## src/rtl/dmem_timer_responder.sv

```systemverilog
// Memory-mapped timer peripheral on the data-memory load/store port.
// Prescaled 32-bit up-counter with compare, optional auto-reload,
// sticky match flag (write-1-to-clear) and an interrupt output.
// Register map by addr[3:2]: 0 CTRL, 1 COUNT, 2 COMPARE, 3 STATUS.
// PRESCALE_W must not exceed 24 so the prescale field fits in CTRL.
module dmem_timer_responder #(
  parameter int PRESCALE_W = 8
) (
  input  logic                  clock,
  input  logic                  reset,
  input  logic                  sel,
  input  logic                  wren,
  input  logic [11:0]           addr,
  input  logic [31:0]           dataIn,
  input  logic [2:0]            access_type,
  output logic [31:0]           dataOut,
  output logic                  irq
);

  localparam logic [1:0] REG_CTRL    = 2'd0;
  localparam logic [1:0] REG_COUNT   = 2'd1;
  localparam logic [1:0] REG_COMPARE = 2'd2;
  localparam logic [1:0] REG_STATUS  = 2'd3;

  // Byte-lane enables for a store; reserved encodings write nothing.
  function automatic logic [3:0] lane_enable(input logic [2:0] at, input logic [1:0] lane);
    logic [3:0] be;
    be = 4'b0000;
    case (at)
      3'b000, 3'b100: be = 4'b0001 << lane;
      3'b001, 3'b101: be = lane[1] ? 4'b1100 : 4'b0011;
      3'b010:         be = 4'b1111;
      default:        be = 4'b0000;
    endcase
    return be;
  endfunction

  // Replicate right-aligned store data onto every lane it may land in.
  function automatic logic [31:0] replicate_store(input logic [2:0] at, input logic [31:0] d);
    logic [31:0] r;
    r = d;
    case (at)
      3'b000, 3'b100: r = {4{d[7:0]}};
      3'b001, 3'b101: r = {2{d[15:0]}};
      default:        r = d;
    endcase
    return r;
  endfunction

  // Keep unwritten lanes of the old value, take written lanes from new data.
  function automatic logic [31:0] merge_lanes(input logic [31:0] old, input logic [31:0] wd,
                                              input logic [3:0] be);
    logic [31:0] r;
    r = old;
    for (int i = 0; i < 4; i++) begin
      r[8*i +: 8] = be[i] ? wd[8*i +: 8] : old[8*i +: 8];
    end
    return r;
  endfunction

  // Shift the addressed lane to bit 0 and sign/zero extend it.
  function automatic logic [31:0] load_extract(input logic [31:0] w, input logic [2:0] at,
                                               input logic [1:0] lane);
    logic [7:0]  b;
    logic [15:0] h;
    logic [31:0] r;
    case (lane)
      2'd0:    b = w[7:0];
      2'd1:    b = w[15:8];
      2'd2:    b = w[23:16];
      2'd3:    b = w[31:24];
      default: b = 8'h00;
    endcase
    h = lane[1] ? w[31:16] : w[15:0];
    case (at)
      3'b000:  r = {{24{b[7]}}, b};
      3'b001:  r = {{16{h[15]}}, h};
      3'b010:  r = w;
      3'b100:  r = {24'h000000, b};
      3'b101:  r = {16'h0000, h};
      default: r = 32'h0000_0000;
    endcase
    return r;
  endfunction

  logic                  enable_r;
  logic                  auto_reload_r;
  logic                  irq_en_r;
  logic [PRESCALE_W-1:0] prescale_r;
  logic [PRESCALE_W-1:0] pre_r;
  logic [31:0]           count_r;
  logic [31:0]           compare_r;
  logic                  flag_r;
  logic [31:0]           data_out_r;

  logic [31:0]           ctrl_word_s;
  logic [31:0]           read_word_s;
  logic [3:0]            be_s;
  logic [31:0]           wdata_s;
  logic [31:0]           merged_s;
  logic                  wr_s;
  logic                  tick_s;
  logic                  match_s;
  logic                  unused_s;

  assign wr_s     = sel & wren;
  assign be_s     = lane_enable(access_type, addr[1:0]);
  assign wdata_s  = replicate_store(access_type, dataIn);
  assign tick_s   = enable_r & (pre_r == prescale_r);
  assign match_s  = (count_r == compare_r);
  assign unused_s = ^addr[11:4];

  // Assemble CTRL readback and select the addressed register.
  always_comb begin
    ctrl_word_s                   = 32'h0000_0000;
    ctrl_word_s[0]                = enable_r;
    ctrl_word_s[1]                = auto_reload_r;
    ctrl_word_s[2]                = irq_en_r;
    ctrl_word_s[8 +: PRESCALE_W]  = prescale_r;
    case (addr[3:2])
      REG_CTRL:    read_word_s = ctrl_word_s;
      REG_COUNT:   read_word_s = count_r;
      REG_COMPARE: read_word_s = compare_r;
      REG_STATUS:  read_word_s = {31'h0000_0000, flag_r};
      default:     read_word_s = 32'h0000_0000;
    endcase
    merged_s = merge_lanes(read_word_s, wdata_s, be_s);
  end

  // Control register: merged store updates fields; other bits are not stored.
  always_ff @(posedge clock or posedge reset) begin
    if (reset) begin
      enable_r      <= 1'b0;
      auto_reload_r <= 1'b0;
      irq_en_r      <= 1'b0;
      prescale_r    <= {PRESCALE_W{1'b0}};
    end else if (wr_s && addr[3:2] == REG_CTRL) begin
      enable_r      <= merged_s[0];
      auto_reload_r <= merged_s[1];
      irq_en_r      <= merged_s[2];
      prescale_r    <= merged_s[8 +: PRESCALE_W];
    end else begin
      enable_r      <= enable_r;
      auto_reload_r <= auto_reload_r;
      irq_en_r      <= irq_en_r;
      prescale_r    <= prescale_r;
    end
  end

  // Prescaler: counts while enabled, returns to 0 on tick, wraps naturally.
  always_ff @(posedge clock or posedge reset) begin
    if (reset) begin
      pre_r <= {PRESCALE_W{1'b0}};
    end else if (tick_s) begin
      pre_r <= {PRESCALE_W{1'b0}};
    end else if (enable_r) begin
      pre_r <= pre_r + PRESCALE_W'(1);
    end else begin
      pre_r <= pre_r;
    end
  end

  // Counter: a store beats the tick; on match reload to 0 if auto-reload.
  always_ff @(posedge clock or posedge reset) begin
    if (reset) begin
      count_r <= 32'h0000_0000;
    end else if (wr_s && addr[3:2] == REG_COUNT) begin
      count_r <= merged_s;
    end else if (tick_s && match_s && auto_reload_r) begin
      count_r <= 32'h0000_0000;
    end else if (tick_s) begin
      count_r <= count_r + 32'd1;
    end else begin
      count_r <= count_r;
    end
  end

  // Compare register; the match in the same cycle uses the old value.
  always_ff @(posedge clock or posedge reset) begin
    if (reset) begin
      compare_r <= 32'h0000_0000;
    end else if (wr_s && addr[3:2] == REG_COMPARE) begin
      compare_r <= merged_s;
    end else begin
      compare_r <= compare_r;
    end
  end

  // Sticky match flag: set has priority over write-1-to-clear.
  always_ff @(posedge clock or posedge reset) begin
    if (reset) begin
      flag_r <= 1'b0;
    end else if (tick_s && match_s) begin
      flag_r <= 1'b1;
    end else if (wr_s && addr[3:2] == REG_STATUS && be_s[0] && wdata_s[0]) begin
      flag_r <= 1'b0;
    end else begin
      flag_r <= flag_r;
    end
  end

  // Load data: captured from pre-update register values, held otherwise.
  always_ff @(posedge clock or posedge reset) begin
    if (reset) begin
      data_out_r <= 32'h0000_0000;
    end else if (sel && !wren) begin
      data_out_r <= load_extract(read_word_s, access_type, addr[1:0]);
    end else begin
      data_out_r <= data_out_r;
    end
  end

  assign dataOut = data_out_r;
  assign irq     = flag_r & irq_en_r;

endmodule

```

## config.mk

```make
export PLATFORM = sky130hd
export DESIGN_NAME = dmem_timer_responder
export DESIGN_NICKNAME = d
export VERILOG_FILES = /design/src/rtl/dmem_timer_responder.sv
export SDC_FILE = /design/constraint.sdc
export NUM_CORES = 1
export LEC_CHECK = 0
export CAP_MARGIN = 30
export CORE_UTILIZATION = 55
export CTS_BUF_LIST = sky130_fd_sc_hd__clkbuf_4
export DETAILED_ROUTE_END_ITERATION = 10
export HOLD_SLACK_MARGIN = 0.02
export PLACE_DENSITY = 0.85
export RECOVER_POWER = 25
export SYNTH_ARGS = -nofsm -noshare
export SYNTH_HDL_FRONTEND = slang
export SYNTH_SLANG_ARGS = --single-unit
export TNS_END_PERCENT = 5
```

## constraint.sdc

```tcl
create_clock -name clock -period 6.2 [get_ports clock]
set_clock_uncertainty 0.05 [all_clocks]
set_input_delay 1.24 -clock clock [delete_from_list [all_inputs] [get_ports clock]]
set_output_delay 1.24 -clock clock [all_outputs]
set_load 0.1 [all_outputs]
```

### Yosys cells after proc, flatten, opt, wreduce, memory -nomap -nowiden

Cells that the tools add are included.

| word-level totals | value |
|---|---|
| bits in registers | 116 |
| bits of input ports | 51 |
| output and inout bits | 33 |
| word-level logic and storage cells | 63 |

| cells by class | value |
|---|---|
| $add $sub $neg | 2 |
| equality and inequality tests | 12 |
| shifts and indexed selects | 1 |
| mux-type cells | 18 |
| bitwise gates (word level) | 3 |
| reductions and logical operators | 18 |

Operators with widths:

| operator | count |
|---|---|
| 32-bit one-hot mux with 5 select lines | 1 |
| 32-bit one-hot mux with 4 select lines | 1 |
| 32-bit 2-to-1 mux | 3 |
| 32-bit one-hot mux with 2 select lines | 1 |
| 8-bit 2-to-1 mux | 6 |
| 32-bit by 1-bit adder with 32-bit output, second input constant | 1 |
| 32-bit equality test | 1 |
| 8-bit one-hot mux with 4 select lines | 1 |
| 16-bit 2-to-1 mux | 1 |
| 4-bit one-hot mux with 3 select lines | 1 |
| 1-bit logical AND | 9 |
| 8-bit by 1-bit adder with 8-bit output, second input constant | 1 |
| 2-bit equality test, second input constant | 4 |
| 8-bit equality test | 1 |
| 3-bit equality test, second input constant | 2 |
| 2-bit by 1-bit equality test with 1-bit output, second input constant | 2 |
| 2-bit logical NOT | 2 |
| 4-bit 2-to-1 mux | 1 |
| 2-bit nonzero test | 2 |
| 2-bit OR reduction | 2 |
| 1-bit by 2-bit << shifter with 4-bit output, first input constant | 1 |
| 1-bit bitwise AND | 3 |
| 3-bit by 1-bit equality test with 1-bit output, second input constant | 1 |
| 3-bit by 2-bit equality test with 1-bit output, second input constant | 1 |
| 4 further kinds | 5 |

### Depth between registers and ports, before layout

Gate-level depths: netlist (run 1).

| logic depth | value |
|---|---|
| depth after elaboration | 7 |
| depth in mapped cells | 9 |
| gate-level depth less buffers | 7 |

### Worst setup path after synthesis (run 1)

OpenSTA, ideal clock, no wires.

| timing path | value |
|---|---|
| kind | input to register |
| start | in addr[3] |
| end | reg data_out_r[17], in the netlist dataOut[17] |
| library setup time | 123 ps |
| arrival | 2814 ps |
| required time | 6027 ps |
| setup slack | 3213 ps |
| stages | 9 |
| path buffers | 3 |
| cells stage by stage | buf_4 > nor2b_1 > clkbuf_1 > a22o_1 > mux4_2 > and2_4 > o21ai_4 > buf_6 > nand2_1 |

| on the way | value |
|---|---|
| cells in the longest elaborated chain, start to end | 4 |
| elaborated cells between the ends (all ways) | 8 |
| those cells by class | eq/ne (3); mux (4); reduce/logical (1) |

RTL lines:

| element | RTL line | text |
|---|---|---|
| from (decl) | 13 | `input logic [11:0] addr,` |
| 2-bit equality test (tied with other cells) | 120 | `case (addr[3:2])` |
| 32-bit one-hot mux with 4 select lines * | 120 |  |
| 8-bit one-hot mux with 4 select lines or 16-bit 2-to-1 mux (tied branches) | 67, 74 |  |
| 32-bit one-hot mux with 5 select lines * | 75 | `case (at)` |
| to (signal assigned) | 207 | `data_out_r <= load_extract(read_word_s, access_type, addr[1:0]);` |
| to (signal assigned) | 209 | `data_out_r <= data_out_r;` |
| to (decl) | 94 | `logic [31:0] data_out_r;` |

Mark *: on every way between the ends. The rest lies on a longest branch, timed or not.
A chain may end at the register's enable or synchronous reset.

### Worst setup path in the final report (run 1)

| timing path | value |
|---|---|
| start | in addr[3] |
| end | reg data_out_r[14], in the netlist dataOut[14] |

Same word-level chain as after synthesis.

==> results of run 1 <==
## flip-flops by register name, summed over array words and instances, names as in the netlist
name	flops
auto_reload_r	1
compare_r	32
count_r	32
dataOut	32
enable_r	1
flag_r	1
irq_en_r	1
pre_r	8
prescale_r	8
## cell type report
type	count	area (um2)
diodes	1	2.50
clock buffers	18	135
clock inverters	14	166
fillers	1006	4030
inverters	6	23.8
multi-input cells	607	3850
flip-flops and latches	116	2900
well taps	168	210
repair buffers	89	886
## cells in the mapped netlist, types with 2 or more instances
| master | count | area, um2 |
|---|---|---|
| or3_1 | 2 | 12.5 |
| xor2_1 | 25 | 219 |
| dfrtp_1 | 116 | 2900 |
| nor4_1 | 10 | 62.6 |
| nand2_1 | 106 | 398 |
| o22ai_1 | 11 | 68.8 |
| a21oi_1 | 44 | 220 |
| o31ai_1 | 7 | 52.6 |
| inv_1 | 6 | 22.5 |
| a221o_1 | 8 | 80.1 |
| a22oi_1 | 16 | 120 |
| nand2b_1 | 10 | 62.6 |
| xnor2_1 | 48 | 420 |
| nand4_1 | 30 | 188 |
| a222oi_1 | 6 | 60.1 |
| o2bb2ai_1 | 2 | 17.5 |
| mux4_2 | 2 | 45.0 |
| and3_1 | 5 | 31.3 |
| buf_2 | 10 | 50.1 |
| mux2_2 | 10 | 113 |
| or2_2 | 2 | 12.5 |
| o221ai_1 | 2 | 17.5 |
| mux2i_1 | 35 | 350 |
| nor2_1 | 53 | 199 |
| clkbuf_1 | 45 | 169 |
| nor3_1 | 7 | 35.0 |
| a22o_1 | 28 | 245 |
| o21ai_0 | 75 | 375 |
| nor2b_1 | 6 | 37.5 |
| buf_1 | 5 | 18.8 |
| ha_1 | 2 | 25.0 |
| nand3_1 | 26 | 130 |
| a31o_2 | 9 | 78.8 |
| and4_1 | 4 | 35.0 |
| and2_1 | 4 | 25.0 |
## layer usage
| metal | vias to the layer above | GRT usage [%] | part of all wire [%] |
|---|---|---|---|
| li1 | 2948 | - | - |
| met1 | 3161 | 46.9 | 41 |
| met2 | 401 | 51.4 | 45 |
| met5 | - | 0 | 0 |
| met4 | 0 | 19.6 | 4.7 |
| met3 | 73 | 7.12 | 9.2 |
## worst max-delay path, delay by kind of cell
kind / cells / cell delay [ns]
multiplexers: 1 / 0.37
AND/OR/NAND/NOR: 3 / 0.83
buffers and inverters: 2 / 1.21
AO/OA/AOI/OAI: 2 / 0.54
## where the power goes
part | internal (mW) | leakage (nW) | switching, mW | total [mW]
clock | 0.314 | 0.163 | 0.287 | 0.601
sequential | 0.879 | 1.54 | 0.174 | 1.05
combinational | 0.284 | 1.72 | 0.434 | 0.718
total | 1.48 | 3.42 | 0.895 | 2.37
## worst paths after layout
| kind | startpoint | slack [ns] | to | cells past startpoint |
|---|---|---|---|---|
| max | addr[3] | 2.43 | dataOut[14] | 8 |
| min | dataOut[2] | 0.45 | dataOut[2] | 2 |
| max reg2reg | count_r[9] | 3.33 | count_r[23] | 7 |
| min reg2reg | dataOut[2] | 0.45 | dataOut[2] | 2 |
| max in group asynchronous | reset | 3.93 | count_r[22] | 3 |
| min in group asynchronous | reset | 1.25 | auto_reload_r | 2 |
## through the flow
step / area, um2 / std cells / power (mW) / utilization [%]
2_1_floorplan: 7020 / 791 / 1.53 / -
3_3_place_gp: 7830 / 983 / 1.73 / 64.1
3_5_place_dp: 7880 / 986 / 1.76 / 64.5
4_1_cts: 8180 / 1018 / 2.36 / 67.0
5_1_grt: 8180 / 1018 / 2.49 / 67.0
6_report: 8180 / 1019 / 2.37 / 67.0
## logic make-up after synthesis
kind of cell	share of synthesized area, %
multiplexers	7.23
XOR/XNOR	9.10
flip-flops	41.3
buffers and inverters	3.97
AND/OR/NAND/NOR	18.1
adder cells (fa/ha/maj)	0.356
AO/OA/AOI/OAI	19.9
==> metrics.md, run 1 <==
| Metric | Value |
|---|---|
| Final period utilization | `60.9%` |
| DIE WIDTH | `115 um` |
| Drt pass-1 iters | `7` |
| GPL Wtd Cong | `0.979` |
| Cell Area, Synth | `7020 um2` |
| Hold Path Class | `reg -> reg` |
| Max-cap violations | `0` |
| Status | `complete, no violations` |
| Clock Tree Buf Depth | `2` |
| First-pass GRT wire length | `34.0 mm` |
| Port Buf Inserts | `75` |
| # setup viols final | `0` |
| Slew margin rel. | `33.1%` |
| Cell Pwr Density | `290 nW/um2` |
| Residual DRC | `0` |
| Antenna violations before repair | `0` |
| Post-synth ARST share | `100%` |
| Layout cells sized above 1 | `8.59%` |
| Detail Route Antenna Nets | `0` |
| Ports | `84` |
| CTS tree | `yes` |
| Final Critical Period | `3.77 ns` |
| Die H | `115 um` |
| Final wirelength | `21.5 mm` |
| Grt ovf | `0` |
| WL per Instance | `21.1 um` |
| Cell Rows | `40` |
| Root buffer cell | `clkbuf_4` |
| CP peak stage delay | `0.83 ns` |
| Total core area | `12200 um2` |
| GRT Overall Usage | `34.5%` |
| Clock Pin Slew Worst Setup and Hold Paths | `0.09 ns` |
| WP data required | `6.64 ns` |
| Area grow syn2layout | `16.5%` |
| Via density | `6.46` |
| Via Count | `6583` |
| NumNets Final | `890` |
| Crit path DAT | `4.22 ns` |
| Most frequent cells in the layout | `116 x dfrtp_1, 106 x nand2_1, 75 x o21ai_0` |
| Sequential area share after synthesis | `41.3%` |
| Setup crit end kind | `flip-flop` |
| Fmax | `265 MHz` |
| Hold Violations, Final | `0` |
| VDD IR-drop max | `0.133 mV` |
| Pre-CTS setup slack | `1.95 ns` |
| Setup bufs post-CTS | `0` |
| Netlist cell types | `49` |
| Syn Nets | `844` |
| Iter 0 DRT Violations | `951` |
| Post-synth EDFFs | `0` |
| Startpoint type of the worst setup path | `input port` |
| RSZ-0062 raised after global routing | `false` |
| Post-Syn Area per Cell | `8.88 um2` |
| Synthesized instance count | `791` |
| Die Area | `13200 um2` |
| Post-CTS Hold Buffers | `0` |
| Flops & latches, synth | `116` |
| Clock H-tree levels | `4` |
| Synth Warn # | `0` |
| Commonest non-fill, non-tap cell in the layout | `dfrtp_1` |
| Final Max Slew Viols | `0` |
| Static leakage | `3.42 nW` |
| Top_reg_cell synth | `dfrtp_1` |
| Clock insertion delay at the later pin of the skew report | `0.57 ns` |
| Slew @ Worst Pin | `0.998 ns` |
| Vias in the first global route | `6309` |
| Critical-path top delay cell | `clkdlybuf4s50_1` |
| Clock Sinks | `116` |
| Worst path cell trace | `clkdlybuf4s50_1, nor2b_2, buf_4, o2bb2ai_1, mux4_2, nand2_1, nor3_2, a221o_1` |
| Critical Setup Path Class | `in -> reg` |
| Setup TNS | `0 ns` |
| Final worst slack | `2.43 ns` |
| Largest net degree at the start of global routing | `64` |
| DP HPWL | `15.8 mm` |
| CP max FO | `33` |
| Starting Density | `57.5%` |
| Fin Hold WS | `0.445 ns` |
| Total CTS buffers | `17` |
| Post_cts resized | `0` |
Note: power is estimated with default switching activity, not from simulation.
==> inputs of run 2 (changes only) <==
--- a/config.mk
+++ b/config.mk
@@ -6,7 +6,7 @@
 export NUM_CORES = 1
 export LEC_CHECK = 0
 export CAP_MARGIN = 30
-export CORE_UTILIZATION = 55
+export CORE_UTILIZATION = 53
 export CTS_BUF_LIST = sky130_fd_sc_hd__clkbuf_4
 export DETAILED_ROUTE_END_ITERATION = 10
 export HOLD_SLACK_MARGIN = 0.02
==> constraint.sdc (replaced) <==
create_clock -name clock -period 3.27 [get_ports clock]
set_clock_uncertainty 0.05 [all_clocks]
set_input_delay 0.654 -clock clock [delete_from_list [all_inputs] [get_ports clock]]
set_output_delay 0.654 -clock clock [all_outputs]
set_load 0.1 [all_outputs]
==> metrics.md, run 2 (synthesis gave the netlist of run 1 again) <==
| Metric | Value |
|---|---|
| Starting Density | `55.0% (-2.5 points)` |
| Cell mode on critical path | `nand4_1` |
| CP peak stage delay | `0.61 ns (-0.22 ns)` |
| First-pass GRT wire length | `32.3 mm (-4.8%)` |
| Max-cap violations | `1 (+1)` |
| Hold Crit Endpoint | `dataOut[7]` |
| Hold Crit Depth | `1 (-1)` |
| Grt ovf | `0 (unchanged)` |
| Clock Pin Slew Worst Setup and Hold Paths | `0.10 ns (about the same)` |
| Final period utilization | `80.4%` |
| Final Critical Period | `2.63 ns` |
| Delay-heaviest family, CP | `simple AND/OR/NAND/NOR gates` |
| Pre-CTS setup slack | `0.153 ns (-1.79 ns)` |
| Status | `complete, but fails checks` |
| GRT Overall Usage | `32.2% (-2.3 points)` |
| Critical Setup Path Class | `reg -> reg` |
| Commonest non-fill, non-tap cell in the layout | `dfrtp_1` |
| CP max FO | `12 (-64%)` |
| GPL Wtd Cong | `0.999 (+2.0%)` |
| Setup crit end kind | `flip-flop` |
| Cell Rows | `41 (+2.5%)` |
| Clock Tree Buf Depth | `2 (unchanged)` |
| Residual DRC | `0 (unchanged)` |
| Layout cells sized above 1 | `15.0% (+6.4 points)` |
| Post_cts resized | `0 (unchanged)` |
| Clock Sinks | `116 (unchanged)` |
| Total core area | `12800 um2 (+4.6%)` |
| RSZ-0062 raised after global routing | `false` |
| Die Area | `13700 um2 (+3.7%)` |
| DIE WIDTH | `117 um (+1.8%)` |
| Crit path DAT | `3.01 ns (-1.21 ns)` |
| Setup bufs post-CTS | `0 (unchanged)` |
| Final worst slack | `0.642 ns (-1.78 ns)` |
| Clock H-tree levels | `4 (unchanged)` |
| R2R Setup Slk | `0.64 ns (-2.69 ns)` |
| DP HPWL | `15.7 mm (-0.70%)` |
| WL per Instance | `20.2 um (-4.1%)` |
| Cell Pwr Density | `544 nW/um2 (+88%)` |
| Total CTS buffers | `17 (unchanged)` |
| # setup viols final | `0 (unchanged)` |
| Ports | `84 (unchanged)` |
| RR Endpoint | `count_r[29]` |
| Via density | `6.39 (-1.1%)` |
| Startpoint type of the worst setup path | `flip-flop` |
| Min-delay src | `dataOut[7]` |
| Post-CTS Hold Buffers | `0 (unchanged)` |
| Final wirelength | `21.1 mm (-1.8%)` |
| Drt pass-1 iters | `6 (-1)` |
| Clock insertion delay at the later pin of the skew report | `0.58 ns (about the same)` |
| Largest net degree at the start of global routing | `57 (-11%)` |
| Port Buf Inserts | `75 (unchanged)` |
| VDD IR-drop max | `0.222 mV (+67%)` |
| Worst R2R Path Depth | `6 (-1)` |
| Setup TNS | `0 ns (unchanged)` |
| Iter 0 DRT Violations | `952 (+0.11%)` |
| Antenna cells | `0 (-1)` |
| Die H | `117 um (+1.8%)` |
| Most frequent cells in the layout | `116 x dfrtp_1, 106 x nand2_1, 75 x o21ai_0` |
| NumNets Final | `912 (+2.5%)` |
| CTS tree | `yes` |
| WP buf/inv | `0 (-2)` |
| Static leakage | `3.58 nW (+4.7%)` |
| Critical-path top delay cell | `nor4_1` |
| Area grow syn2layout | `17.4%` |
| Via Count | `6667 (+1.3%)` |
| Detail Route Antenna Nets | `0 (unchanged)` |
| Vias in the first global route | `5989 (-5.1%)` |
| Slew @ Worst Pin | `1.46 ns (+0.466 ns)` |
| Final Max Slew Viols | `0 (unchanged)` |
| Antenna violations before repair | `0 (unchanged)` |
| R2R Path Start | `count_r[9]` |
| Fmax | `381 MHz` |
| Root buffer cell | `clkbuf_4` |
| Slew margin rel. | `1.88% (-31 points)` |
| WP data required | `3.65 ns (-2.99 ns)` |
| Hold Path Class | `reg -> reg` |
| Hold Violations, Final | `0 (unchanged)` |
| Failing checks | `max-capacitance violations` |
| Worst path cell trace | `xnor2_1, nand4_1, nor4_1, nand4_1, nand2_1, o22ai_1` |
==> run 2: changes by cell type in the layout (fill, tap and decap cells not counted) <==
cell             change
clkbuf_2             +1
clkinvlp_4           +1
buf_2                -1
buf_12               +1
buf_16               -1
clkinv_2             +1
clkbuf_4             +2
buf_4               +55
clkinv_1             -3
bufinv_16            -1
diode_2              -1
clkdlybuf4s50_1     -33
==> run 2: power breakdown <==
group	leakage [nW]	internal (mW)	total, mW	switching [mW]
sequential	1.54	1.67	2.01	0.340
clock	0.157	0.542	1.11	0.568
combinational	1.88	0.545	1.37	0.821
==> run 2: metal layers <==
layer / track usage (%) / vias to the layer above / part of all wire (%)
met2: 47.6 / 400 / 45
met5: 0 / - / 0
li1: - / 3005 / -
met4: 15.9 / 0 / 4.0
met3: 9.06 / 80 / 10
met1: 43.6 / 3182 / 40
==> run 2: cell type report <==
| cell class | instances | area [um2] |
|---|---|---|
| fill | 1021 | 4530 |
| multi-input combinational | 607 | 3850 |
| sequential | 116 | 2900 |
| timing repair buffer | 111 | 961 |
| tap | 172 | 215 |
| clock buffer | 20 | 150 |
| clock inverter | 12 | 138 |
| inverter | 6 | 23.8 |
==> run 2: how the worst max path moves through the flow <==
stage                    start           to  slack, ns  cells past startpoint
finish              count_r[9]  count_r[29]       0.64                      6
global route             reset   count_r[9]       0.38                      3
CTS                 count_r[9]  count_r[22]       0.73                      6
detailed placement     addr[3]  dataOut[24]       0.15                      8
global placement       addr[3]  dataOut[26]       0.18                      8
floorplan              addr[3]  dataOut[17]       0.87                      9
==> run 2: through the flow <==
stage,util (%),total power [mW],std cells,hold slack (ns),cell area [um2]
detailed placement,62.4,3.36,1012,0.422,7970
global placement,62.4,3.32,1012,0.413,7970
global route,64.5,4.68,1044,0.467,8240
finish,64.5,4.48,1044,0.445,8240
floorplan,-,2.91,791,0.413,7030
CTS,64.7,4.46,1044,0.445,8260
==> inputs of run 3 (changes only) <==
--- a/config.mk
+++ b/config.mk
@@ -6,7 +6,7 @@
 export NUM_CORES = 1
 export LEC_CHECK = 0
 export CAP_MARGIN = 30
-export CORE_UTILIZATION = 53
+export CORE_UTILIZATION = 55
 export CTS_BUF_LIST = sky130_fd_sc_hd__clkbuf_4
 export DETAILED_ROUTE_END_ITERATION = 10
 export HOLD_SLACK_MARGIN = 0.02
==> constraint.sdc (replaced) <==
create_clock -name clock -period 2.7 [get_ports clock]
set_clock_uncertainty 0.05 [all_clocks]
set_input_delay 0.54 -clock clock [delete_from_list [all_inputs] [get_ports clock]]
set_output_delay 0.54 -clock clock [all_outputs]
set_load 0.1 [all_outputs]
==> metrics.md, run 3 (synthesis gave the netlist of run 1 again) <==
| Metric | Value |
|---|---|
| Status | `complete, no violations` |
| Worst Setup SP | `pre_r[4]` |
| WL per Instance | `20.7 um (+2.2%)` |
| Via Count | `6951 (+4.3%)` |
| NumNets Final | `971 (+6.5%)` |
| Die Area | `13200 um2 (-3.6%)` |
| Drt pass-1 iters | `9 (+3)` |
| Antenna cells | `0 (unchanged)` |
| Clock Pin Slew Worst Setup and Hold Paths | `0.10 ns (about the same)` |
| Hold Violations, Final | `0 (unchanged)` |
| Commonest non-fill, non-tap cell in the layout | `buf_4` |
| Via density | `6.34 (-0.78%)` |
| Clock H-tree levels | `4 (unchanged)` |
| Largest net degree at the start of global routing | `43 (-25%)` |
| Detail Route Antenna Nets | `0 (unchanged)` |
| Residual DRC | `0 (unchanged)` |
| Ports | `84 (unchanged)` |
| Util after Layout | `71.0% (+6.5 points)` |
| Slew @ Worst Pin | `1.26 ns (-0.206 ns)` |
| WP data required | `3.08 ns (-0.57 ns)` |
| Final wirelength | `22.7 mm (+7.3%)` |
| Slew margin rel. | `15.7% (+14 points)` |
| First-pass GRT wire length | `35.4 mm (+9.5%)` |
| # setup viols final | `0 (unchanged)` |
| Cell Rows | `40 (-2.4%)` |
| Max-cap violations | `0 (-1)` |
| Vias in the first global route | `6452 (+7.7%)` |
| Clock Sinks | `116 (unchanged)` |
| Iter 0 DRT Violations | `878 (-7.8%)` |
| Starting Density | `57.5% (+2.5 points)` |
| Pre-CTS setup slack | `-0.140 ns (-0.294 ns)` |
| Post_cts resized | `0 (unchanged)` |
| Crit path DAT | `2.83 ns (-0.18 ns)` |
| Antenna violations before repair | `0 (unchanged)` |
| Setup crit end kind | `flip-flop` |
| Total CTS buffers | `17 (unchanged)` |
| Post-CTS Hold Buffers | `0 (unchanged)` |
| Critical-path top delay cell | `or3_1` |
| Total core area | `12200 um2 (-4.4%)` |
| R2R Path Start | `pre_r[4]` |
| Area grow syn2layout | `23.5%` |
| Die H | `115 um (-1.8%)` |
| Worst path cell trace | `xnor2_1, nand4_1, or3_1, nor4_1, xor2_1, a31o_2` |
| Hold Path Class | `reg -> reg` |
| GPL Wtd Cong | `0.995 (-0.41%)` |
| Startpoint type of the worst setup path | `flip-flop` |
| Dpl cell area | `8470 um2 (+6.3%)` |
| DP HPWL | `17.7 mm (+13%)` |
| Cell Pwr Density | `627 nW/um2 (+15%)` |
| Clock insertion delay at the later pin of the skew report | `0.55 ns (-0.03 ns)` |
| Fmax | `409 MHz (+7.4%)` |
| VDD IR-drop max | `0.421 mV (+90%)` |
| Post-route cell area | `8670 um2 (+5.2%)` |
| Final Critical Period | `2.45 ns (-0.181 ns)` |
| GRT Overall Usage | `36.0% (+3.8 points)` |
| Layout cells sized above 1 | `19.9% (+4.9 points)` |
| CP peak stage delay | `0.63 ns (+0.02 ns)` |
| Power, Total | `5.44 mW (+21%)` |
| Min-delay src | `dataOut[0]` |
| DIE WIDTH | `115 um (-1.8%)` |
| Most frequent cells in the layout | `120 x buf_4, 116 x dfrtp_1, 106 x nand2_1` |
| Final worst slack | `0.254 ns (-0.389 ns)` |
| Static leakage | `3.87 nW (+8.2%)` |
| Clock Tree Buf Depth | `2 (unchanged)` |
| Fill cells | `981 (-3.9%)` |
| RSZ-0062 raised after global routing | `false` |
| Grt ovf | `0 (unchanged)` |
| Port Buf Inserts | `75 (unchanged)` |
| Final Max Slew Viols | `0 (unchanged)` |
| Final period utilization | `90.6% (+10 points)` |
| Setup bufs post-CTS | `0 (unchanged)` |
| Critical Setup Path Class | `reg -> reg` |
| CTS tree | `yes` |
| CP max FO | `13 (+1)` |
| Root buffer cell | `clkbuf_4` |
-- run 3: cell types whose count changed in the layout (fill, tap and decap cells not counted), sizes merged --
cell / before / now
clkinvlp: 3 / 1
bufinv: 3 / 2
buf: 68 / 125
clkbuf: 21 / 24
-- run 3: layout make-up --
type | count | area [um2] | area share (%)
clock inverter | 9 | 88.8 | 1.02
tap | 168 | 210 | 2.42
clock buffer | 21 | 158 | 1.82
timing repair buffer | 170 | 1440 | 16.6
multi-input combinational | 607 | 3850 | 44.4
inverter | 6 | 23.8 | 0.274
sequential | 116 | 2900 | 33.5
-- run 3: power breakdown --
group	internal, mW	switching, mW
sequential	2.02	0.387
clock	0.562	0.630
combinational	0.767	1.07
-- run 3: worst max-delay path, delay by kind of cell, from the launching register on --
| kind | cells | cell delay (ns) |
|---|---|---|
| AO/OA/AOI/OAI | 1 | 0.26 |
| flip-flops | 1 | 0.46 |
| XOR/XNOR | 2 | 0.31 |
| AND/OR/NAND/NOR | 3 | 1.26 |
-- run 3: per-layer routing --
metal / global-route usage (%) / up-vias / share of wire [%]
met5: 0 / - / 0
met4: 15.3 / 0 / 3.0
met3: 7.70 / 54 / 9.0
met2: 53.9 / 418 / 45
met1: 50.7 / 3364 / 43
li1: - / 3115 / -
-- run 3: final timing paths --
path	depth (start not counted)	slack, ns	end
worst min register to register	2	0.45	dataOut[0]
max in group asynchronous	3	0.63	dataOut[7]
worst max register to register	6	0.25	count_r[14]
worst max-delay path	6	0.25	count_r[14]
worst min-delay path	2	0.45	dataOut[0]
min in group asynchronous	2	0.65	compare_r[12]
-- run 3: through the flow --
stage | std cells | setup TNS (ns) | hold slack [ns]
after floorplan | 791 | 0 | 0.413
after global placement | 1067 | -2.42 | 0.415
after global routing | 1097 | 0 | 0.486
after CTS | 1097 | 0 | 0.384
after detailed placement | 1067 | -3.33 | 0.428
final | 1097 | 0 | 0.445
